**src/rtl/obstacle_tracker.sv**
```systemverilog
// obstacle_tracker: fixed table of live obstacles fed by the spawner.
// New obstacles enter at the right edge, shift left by STEP per frame tick,
// retire when they would leave the screen, and are streamed to the drawer
// one beat per live slot over a valid/ready handshake when a redraw is requested.
//
// Ports:
//   clk, reset (async, active low), enable (low freezes all state)
//   frame_tick, spawn/spawn_y, draw_start  - event inputs
//   obj_valid/obj_ready/obj_x/obj_y        - obstacle stream to the drawer
//   scan_done, active_count, busy          - status
// Optional feature (macro OBSTACLE_OVF_CNT_EN): adds ovf_count[7:0]
// (saturating count of spawns dropped on a full table) and ovf_pulse.
module obstacle_tracker #(
    parameter int unsigned SLOTS    = 4,
    parameter int unsigned SCREEN_W = 160,
    parameter int unsigned Y_MAX    = 119,
    parameter int unsigned STEP     = 1
) (
    input  logic       clk,
    input  logic       reset,
    input  logic       enable,
    input  logic       frame_tick,
    input  logic       spawn,
    input  logic [9:0] spawn_y,
    input  logic       draw_start,
    output logic       obj_valid,
    input  logic       obj_ready,
    output logic [7:0] obj_x,
    output logic [9:0] obj_y,
    output logic       scan_done,
    output logic [4:0] active_count,
    output logic       busy
`ifdef OBSTACLE_OVF_CNT_EN
    ,
    output logic [7:0] ovf_count,
    output logic       ovf_pulse
`endif
);

    localparam int unsigned IDX_W = (SLOTS > 1) ? $clog2(SLOTS) : 1;
    localparam int unsigned X_W   = 8;
    localparam int unsigned Y_W   = 10;
    localparam int unsigned CNT_W = 5;

    localparam logic [IDX_W-1:0] LAST_IDX = IDX_W'(SLOTS - 1);
    localparam logic [X_W-1:0]   X_START  = X_W'(SCREEN_W - 1);
    localparam logic [X_W-1:0]   X_STEP   = X_W'(STEP);
    localparam logic [Y_W-1:0]   Y_CLAMP  = Y_W'(Y_MAX);

    typedef enum logic [1:0] {
        S_IDLE,
        S_MOVE,
        S_SCAN,
        S_SCAN_OUT
    } state_t;

    state_t           state;
    state_t           state_next;
    logic [IDX_W-1:0] idx;

    logic [SLOTS-1:0] slot_active;
    logic [X_W-1:0]   slot_x [SLOTS];
    logic [Y_W-1:0]   slot_y [SLOTS];

    logic             spawn_prev;
    logic             spawn_pend;
    logic             tick_pend;
    logic             draw_pend;
    logic [Y_W-1:0]   pend_y;
    logic             spawn_edge;

    logic             free_found;
    logic [IDX_W-1:0] free_idx;

    logic take_tick;
    logic take_spawn;
    logic take_draw;
    logic move_en;
    logic scan_load;
    logic scan_skip;
    logic scan_finish;
    logic out_accept;

    assign spawn_edge = spawn & ~spawn_prev;

    // Lowest-index free slot
    always_comb begin
        free_found = 1'b0;
        free_idx   = '0;
        for (int i = 0; i < int'(SLOTS); i++) begin
            if (!free_found && !slot_active[IDX_W'(i)]) begin
                free_found = 1'b1;
                free_idx   = IDX_W'(i);
            end
        end
    end

    // State register; busy mirrors the registered state
    always_ff @(posedge clk or negedge reset) begin
        if (!reset) begin
            state <= S_IDLE;
            busy  <= 1'b0;
        end else begin
            state <= state_next;
            busy  <= (state_next != S_IDLE);
        end
    end

    // Next-state and per-cycle action strobes
    always_comb begin
        state_next  = state;
        take_tick   = 1'b0;
        take_spawn  = 1'b0;
        take_draw   = 1'b0;
        move_en     = 1'b0;
        scan_load   = 1'b0;
        scan_skip   = 1'b0;
        scan_finish = 1'b0;
        out_accept  = 1'b0;
        if (enable) begin
            case (state)
                S_IDLE: begin
                    if (tick_pend) begin
                        take_tick  = 1'b1;
                        state_next = S_MOVE;
                    end else if (spawn_pend) begin
                        take_spawn = 1'b1;
                    end else if (draw_pend) begin
                        take_draw  = 1'b1;
                        state_next = S_SCAN;
                    end
                end
                S_MOVE: begin
                    move_en = 1'b1;
                    if (idx == LAST_IDX) state_next = S_IDLE;
                end
                S_SCAN: begin
                    if (slot_active[idx]) begin
                        scan_load  = 1'b1;
                        state_next = S_SCAN_OUT;
                    end else if (idx == LAST_IDX) begin
                        scan_finish = 1'b1;
                        state_next  = S_IDLE;
                    end else begin
                        scan_skip = 1'b1;
                    end
                end
                S_SCAN_OUT: begin
                    if (obj_ready) begin
                        out_accept = 1'b1;
                        if (idx == LAST_IDX) begin
                            scan_finish = 1'b1;
                            state_next  = S_IDLE;
                        end else begin
                            state_next = S_SCAN;
                        end
                    end
                end
                default: state_next = S_IDLE;
            endcase
        end
    end

    // Event capture, slot table, scan index and stream outputs
    always_ff @(posedge clk or negedge reset) begin
        if (!reset) begin
            spawn_prev   <= 1'b0;
            spawn_pend   <= 1'b0;
            tick_pend    <= 1'b0;
            draw_pend    <= 1'b0;
            pend_y       <= '0;
            idx          <= '0;
            slot_active  <= '0;
            slot_x       <= '{default: '0};
            slot_y       <= '{default: '0};
            obj_valid    <= 1'b0;
            obj_x        <= '0;
            obj_y        <= '0;
            scan_done    <= 1'b0;
            active_count <= '0;
`ifdef OBSTACLE_OVF_CNT_EN
            ovf_count    <= '0;
            ovf_pulse    <= 1'b0;
`endif
        end else begin
            // Edge tracking continues while frozen so a level held across
            // enable is not mistaken for a fresh spawn request.
            spawn_prev <= spawn;
            if (enable) begin
                // A new event in the consuming cycle keeps its flag set
                spawn_pend <= (spawn_pend & ~take_spawn) | spawn_edge;
                tick_pend  <= (tick_pend & ~take_tick) | frame_tick;
                draw_pend  <= (draw_pend & ~take_draw) | draw_start;
                if (spawn_edge) begin
                    pend_y <= (spawn_y > Y_CLAMP) ? Y_CLAMP : spawn_y;
                end

                scan_done <= scan_finish;

                if (take_tick || take_draw) begin
                    idx <= '0;
                end else if (move_en || scan_skip || out_accept) begin
                    idx <= idx + IDX_W'(1);
                end

                if (take_spawn && free_found) begin
                    slot_active[free_idx] <= 1'b1;
                    slot_x[free_idx]      <= X_START;
                    slot_y[free_idx]      <= pend_y;
                    active_count          <= active_count + CNT_W'(1);
                end

                if (move_en && slot_active[idx]) begin
                    if (slot_x[idx] < X_STEP) begin
                        slot_active[idx] <= 1'b0;
                        active_count     <= active_count - CNT_W'(1);
                    end else begin
                        slot_x[idx] <= slot_x[idx] - X_STEP;
                    end
                end

                if (scan_load) begin
                    obj_valid <= 1'b1;
                    obj_x     <= slot_x[idx];
                    obj_y     <= slot_y[idx];
                end else if (out_accept) begin
                    obj_valid <= 1'b0;
                end

`ifdef OBSTACLE_OVF_CNT_EN
                ovf_pulse <= take_spawn & ~free_found;
                if (take_spawn && !free_found && (ovf_count != 8'hFF)) begin
                    ovf_count <= ovf_count + 8'd1;
                end
`endif
            end
        end
    end

endmodule

```
**config.mk**
```make
export PLATFORM = sky130hd
export DESIGN_NAME = obstacle_tracker
export DESIGN_NICKNAME = d
export VERILOG_FILES = /design/src/rtl/obstacle_tracker.sv
export SDC_FILE = /design/constraint.sdc
export NUM_CORES = 1
export LEC_CHECK = 0
export ABC_CLOCK_PERIOD_IN_PS = 8790
export CORE_ASPECT_RATIO = 0.8
export CORE_MARGIN = 1.5
export CORE_UTILIZATION = 45
export DETAILED_ROUTE_END_ITERATION = 7
export PLACE_DENSITY_LB_ADDON = 0.12
export SLEW_MARGIN = 10
export SYNTH_ARGS = -nofsm -noshare
export SYNTH_HDL_FRONTEND = slang
export SYNTH_SLANG_ARGS = --single-unit
```
**constraint.sdc**
```tcl
create_clock -name clk -period 8.79 [get_ports clk]
set_input_delay 1.758 -clock clk [delete_from_list [all_inputs] [get_ports clk]]
set_output_delay 1.758 -clock clk [all_outputs]
set_load 0.02 [all_outputs]
```
== Word-level counts from Yosys, hierarchy flattened ==
Index checks and enable logic that the tools add are counted.

* Register bits: 120
* Output and inout bits: 26

* Add/subtract/negate cells: 4
* Magnitude comparators: 10
* Eq/ne operators: 4
* Mux-type cells: 76
* Bitwise operators: 19
* Reductions and logical operators: 20

{| class="wikitable"
|+ Operator list
! cell !! number
|-
| 32-bit two-way mux || 4
|-
| 40-bit bitwise mux || 1
|-
| 10-bit two-way mux || 4
|-
| 1-bit two-way mux || 35
|-
| 32-bit bitwise mux || 1
|-
| 8-bit demux with 2-bit select || 2
|-
| 8-bit two-way mux || 4
|-
| 24-bit OR || 1
|-
| 10-bit binary-select mux with 2-bit select || 1
|-
| 10-bit demux with 2-bit select || 1
|-
| 2-bit two-way mux || 10
|-
| 8-bit binary-select mux with 2-bit select || 1
|-
| 4-bit two-way mux || 4
|-
| 5-bit two-way mux || 3
|-
| 10-bit by 7-bit greater-than comparator with 1-bit output, second input constant || 1
|-
| 2-bit AND reduction || 5
|-
| 8-bit bitwise AND || 1
|-
| 8-bit by 1-bit less-than comparator with 1-bit output, second input constant || 1
|-
| 8-bit inverter || 1
|-
| 2-bit case mux with 4 select lines || 1
|-
| 8-bit by 1-bit subtractor with 8-bit output, second input constant || 1
|-
| 1-bit logical AND || 7
|-
| 2-bit equality test, second input constant || 3
|-
| 3-bit greater-or-equal comparator, second input constant || 2
|-
| other kinds (24) || 38
|}

== Longest topological paths before layout ==
* Depth in word-level cells: 15
* Gate-level depth with buffers: 9
* Gate-level depth less buffers: 7

== Worst setup path after synthesis ==
Ideal clock, no wire load.

* Path type: input -> register
* From: input enable
* To: register slot_y[36] in the netlist's numbering
* Library setup time: 0.125 ns
* Arrival time: 3.376 ns
* Data required time: 8.665 ns
* Setup slack: 5.289 ns
* Cell stages on the path: 5
* Buffers on the path: 1
* Path through: nor3b_1 -> nand2_1 -> nor2_1 -> clkbuf_1 -> mux2_2

* Longest elaborated chain between the ends: 3

{| class="wikitable"
|+ RTL lines
! what !! line !! text
|-
| from (decl) || 21 || <nowiki>input logic enable,</nowiki>
|-
| 1-bit two-way mux || 120 || <nowiki>if (enable) begin</nowiki>
|-
| 1-bit logical AND || 206 || <nowiki>if (take_spawn && free_found) begin</nowiki>
|-
| 2-bit AND reduction (no source line) (*) || n/a ||
|-
| to (signal, indexed assignment) || 209 || <nowiki>slot_y[free_idx] <= pend_y;</nowiki>
|-
| to (decl) || 63 || <nowiki>logic [Y_W-1:0] slot_y [SLOTS];</nowiki>
|}

Every way passes the cells marked *; elsewhere a longest branch is shown, timed or not.
A chain may end at the register's enable or synchronous reset.

== Worst setup path in the final report ==
* From: input enable
* To: register slot_x[20] in the netlist's numbering

* Longest elaborated chain between the ends: 7
* Elaborated cells between the ends (all ways): 9
* Classes of those cells: mux: 7; reduce/logical: 2

{| class="wikitable"
|+ RTL lines
! what !! line !! text
|-
| 1-bit two-way mux || 120 ||
|-
| 1-bit logical AND || 206 ||
|-
| 32-bit two-way mux || 206 ||
|-
| 32-bit two-way mux || 189 || <nowiki>if (enable) begin</nowiki>
|-
| 32-bit bitwise mux || 218 || <nowiki>slot_x[idx] <= slot_x[idx] - X_STEP;</nowiki>
|-
| 32-bit two-way mux || 214 || <nowiki>if (slot_x[idx] < X_STEP) begin</nowiki>
|-
| 32-bit two-way mux || 213 || <nowiki>if (move_en && slot_active[idx]) begin</nowiki>
|-
| to (signal, indexed assignment) || 218 ||
|-
| to (decl) || 62 || <nowiki>logic [X_W-1:0] slot_x [SLOTS];</nowiki>
|}

Parallel ways exist; a longest one is shown, timed or not. The select of a mux whose other input is x is not followed.

==> impl_metrics.env <==
export IMPL_leakagePower_nw=2.38
export IMPL_clock_sinks=100
export IMPL_status="finished, final reports clean"
export IMPL_end_kind="register"
export IMPL_grt_pass1_wl_um=16100
export IMPL_cts_max_path_buffers=2
export IMPL_setup_tns_ns=0
export IMPL_layout_cells_non_filler=553
export IMPL_cp_arrival_ns=4.37
export IMPL_nNetsFinal=436
export IMPL_cp_start_kind="input pin"
export IMPL_period_share=0.466
export IMPL_rsz0062_at_grt="false"
export IMPL_rr_worst_depth=8
export IMPL_area_growth_pct=18.5
export IMPL_cts_resized=0
export IMPL_hold_path_class="reg -> reg"
export IMPL_diodes=0
export IMPL_yosys_area_top_type="dfrtp_1"
export IMPL_groute_usage_overall=0.198
export IMPL_cp_common_cell="nor3b_1"
export IMPL_drt_vias_per_instance=5.58
export IMPL_slowest_stage="clkdlybuf4s50_1"
export IMPL_rows=32
export IMPL_routabilityCongestion=0.840
export IMPL_synth_edf_count=0
export IMPL_critPathLaunch="enable"
export IMPL_seq_area_um2=2500
export IMPL_ys_types=52
export IMPL_num_vias=3087
export IMPL_drive_above_1_share=0.156
export IMPL_maxCapViolCount=0
export IMPL_clk_pin_slew_ns=0.06
export IMPL_fp_dieArea_um2=10900
export IMPL_worstPathMaxFanout=16
export IMPL_cts_root_buf="clkbuf_16"
export IMPL_drt_first_iter_violations=239
export IMPL_postRouteAntennaNets=0
export IMPL_place_inst=537
export IMPL_ys_ff_latch=100
export IMPL_cp_required_ns=9.06
export IMPL_antenna_found_initial=0
export IMPL_synth_fp_nets=395
export IMPL_grt_pass1_vias=3084
export IMPL_yosysWarningCount=0
export IMPL_coreArea_um2=9810
export IMPL_powerDensity_nw_per_um2=359
export IMPL_yosysSeqAreaShare=0.543
export IMPL_critPathMaxStageDelay_ns=0.77
export IMPL_finalMaxSlewViolations=0
export IMPL_wirelength_um=9780
export IMPL_start_util=0.470
export IMPL_postCtsSetupBuffers=0
export IMPL_worstMarginPinSlew_ns=1.09
export IMPL_io_pins=43
export IMPL_die_w_um=116
export IMPL_synth_top_area_frac=0.543
export IMPL_skew_ns=0.00546
export IMPL_hold_buffers=0
export IMPL_cp_top_family="simple AND/OR/NAND/NOR gates"
export IMPL_grt_max_degree=82
export IMPL_multiInputGateArea_um2=1980
export IMPL_fmaxAchievable_ghz=0.244
export IMPL_route_detailed_drc=0
export IMPL_crit_buf_inv=1
export IMPL_synth_area_leaders="dfrtp_1 (54%), mux2_2 (6.4%), mux2i_1 (5.0%), mux4_2 (3.9%), mux2_1 (3.4%)"
export IMPL_synth_area_um2=4610
export IMPL_avgSynthCellArea_um2=12.4
export IMPL_die_h_um=93.5
export IMPL_hold_viol=0
export IMPL_worst_path_stages=6
export IMPL_synth_async_reset_ratio=1.00
export IMPL_dp_hpwl_um=6450
export IMPL_first_pass_iters=4
export IMPL_syn_instance_count=371
export IMPL_worst_hold_startpoint="active_count[4]$_DFFE_PN0P_"
export IMPL_grt_overflow=0
export IMPL_ys_flop_type="dfrtp_1"
export IMPL_slew_headroom=0.269
export IMPL_wl_per_cell_um=17.7
export IMPL_tritoncts="built"
export IMPL_numCtsBuffers=9
export IMPL_setup_viol=0
export IMPL_path_cells="clkdlybuf4s50_1 -> nor3b_1 -> nand2_1 -> nor3b_1 -> o22ai_1 -> o21ai_1"
export IMPL_port_buffers=42
export IMPL_nFillCells=868
export IMPL_ir_worst_vdd_uv=181
export IMPL_fin_crit_ns=4.10
export IMPL_crit_type="in -> reg"
export IMPL_h_tree_depth=3
export IMPL_r2r_start="idx[0]$_DFFE_PN0P_"
export IMPL_min_path_cells=1
export IMPL_insertion_delay_ns=0.35
==> cell type report <==
class,count,share of cell area
Clock buffer,13,0.0513
Clock inverter,3,0.00344
Inverter,13,0.00894
Multi-Input combinational cell,240,0.362
Sequential cell,100,0.458
Tap cell,136,0.0312
Timing Repair Buffer,48,0.0848
==> power breakdown <==
part | total [mW] | internal (mW) | leakage [nW] | switching, mW
combinational | 0.839 | 0.383 | 0.978 | 0.456
clock | 0.389 | 0.222 | 0.152 | 0.167
sequential | 0.732 | 0.618 | 1.25 | 0.113
==> synth_stat cells, types with 3 or more instances <==
library cell,n
o211ai_1,3
nor3_1,7
mux4_2,8
a31oi_1,5
ha_1,7
inv_1,13
clkbuf_1,10
nand4_1,4
xor2_1,6
buf_2,4
o22ai_1,5
a21oi_1,7
mux2i_1,23
nor2_1,11
nor2b_1,4
o21ai_0,15
o31ai_1,14
o22a_1,6
nor3b_1,4
xnor2_1,8
nor2_2,3
mux2_1,14
dfrtp_1,100
mux2_2,26
nand2_1,24
==> through the flow <==
stage	hold WS, ns	power (mW)	worst slack (ns)	utilization	instance area, um2
2_1_floorplan	0.452	1.32	5.29	-	4610
3_3_place_gp	0.461	1.56	4.48	0.526	5160
3_5_place_dp	0.465	1.58	4.39	0.526	5160
4_1_cts	0.476	1.98	4.74	0.557	5460
5_1_grt	0.504	2.09	4.45	0.557	5460
6_report	0.469	1.96	4.69	0.557	5460
==> worst paths after layout <==
kind,endpoint,slack [ns]
max reg2reg,slot_x[8]$_DFFE_PN0P_,5.06
max in group asynchronous,obj_x[3]$_DFFE_PN0P_,6.25
min,active_count[4]$_DFFE_PN0P_,0.47
min in group asynchronous,obj_y[6]$_DFFE_PN0P_,1.27
min reg2reg,active_count[4]$_DFFE_PN0P_,0.47
max,slot_x[20]$_DFFE_PN0P_,4.69
==> layout by cell type, fill, tap and decap left out, drive strengths merged, types with 4 or more instances in the layout <==
cell type / n
ha: 7
mux4: 8
nor3b: 4
inv: 13
nand2: 24
clkbuf: 13
a31oi: 5
clkdlybuf4s50: 41
nor2: 14
xor2: 6
o21ai: 17
a21oi: 7
dfrtp: 100
nor3: 7
nand4: 4
o31ai: 14
mux2: 40
mux2i: 23
o22a: 6
nor2b: 4
o22ai: 5
xnor2: 8
buf: 7
==> kinds of logic (layout without fill, tap and decap cells) <==
family | after synthesis | in the layout | share of synthesized area
buf+inv | 31 | 77 | 0.0280
simple gates | 74 | 74 | 0.0844
mux | 71 | 71 | 0.187
fa+ha+maj | 7 | 7 | 0.0190
flops | 100 | 100 | 0.543
compound gates | 74 | 74 | 0.112
xor+xnor | 14 | 14 | 0.0266
==> sequential cells by signal (all words and copies together) (netlist names) <==
signal and cells:
obj_y 10, obj_valid 1, spawn_pend 1, tick_pend 1, active_count 5, pend_y 10
state 2, draw_pend 1, scan_done 1, slot_x 32, busy 1, idx 2
slot_active 4, slot_y 20, spawn_prev 1, obj_x 8
==> metal layers <==
layer,GRT usage,share of wire,up-vias
met5,0,0,-
met2,0.288,0.45,61
met3,0.0467,0.037,14
li1,-,-,1430
met4,0.0742,0.015,0
met1,0.288,0.50,1582
(Power assumes the default switching activity.)
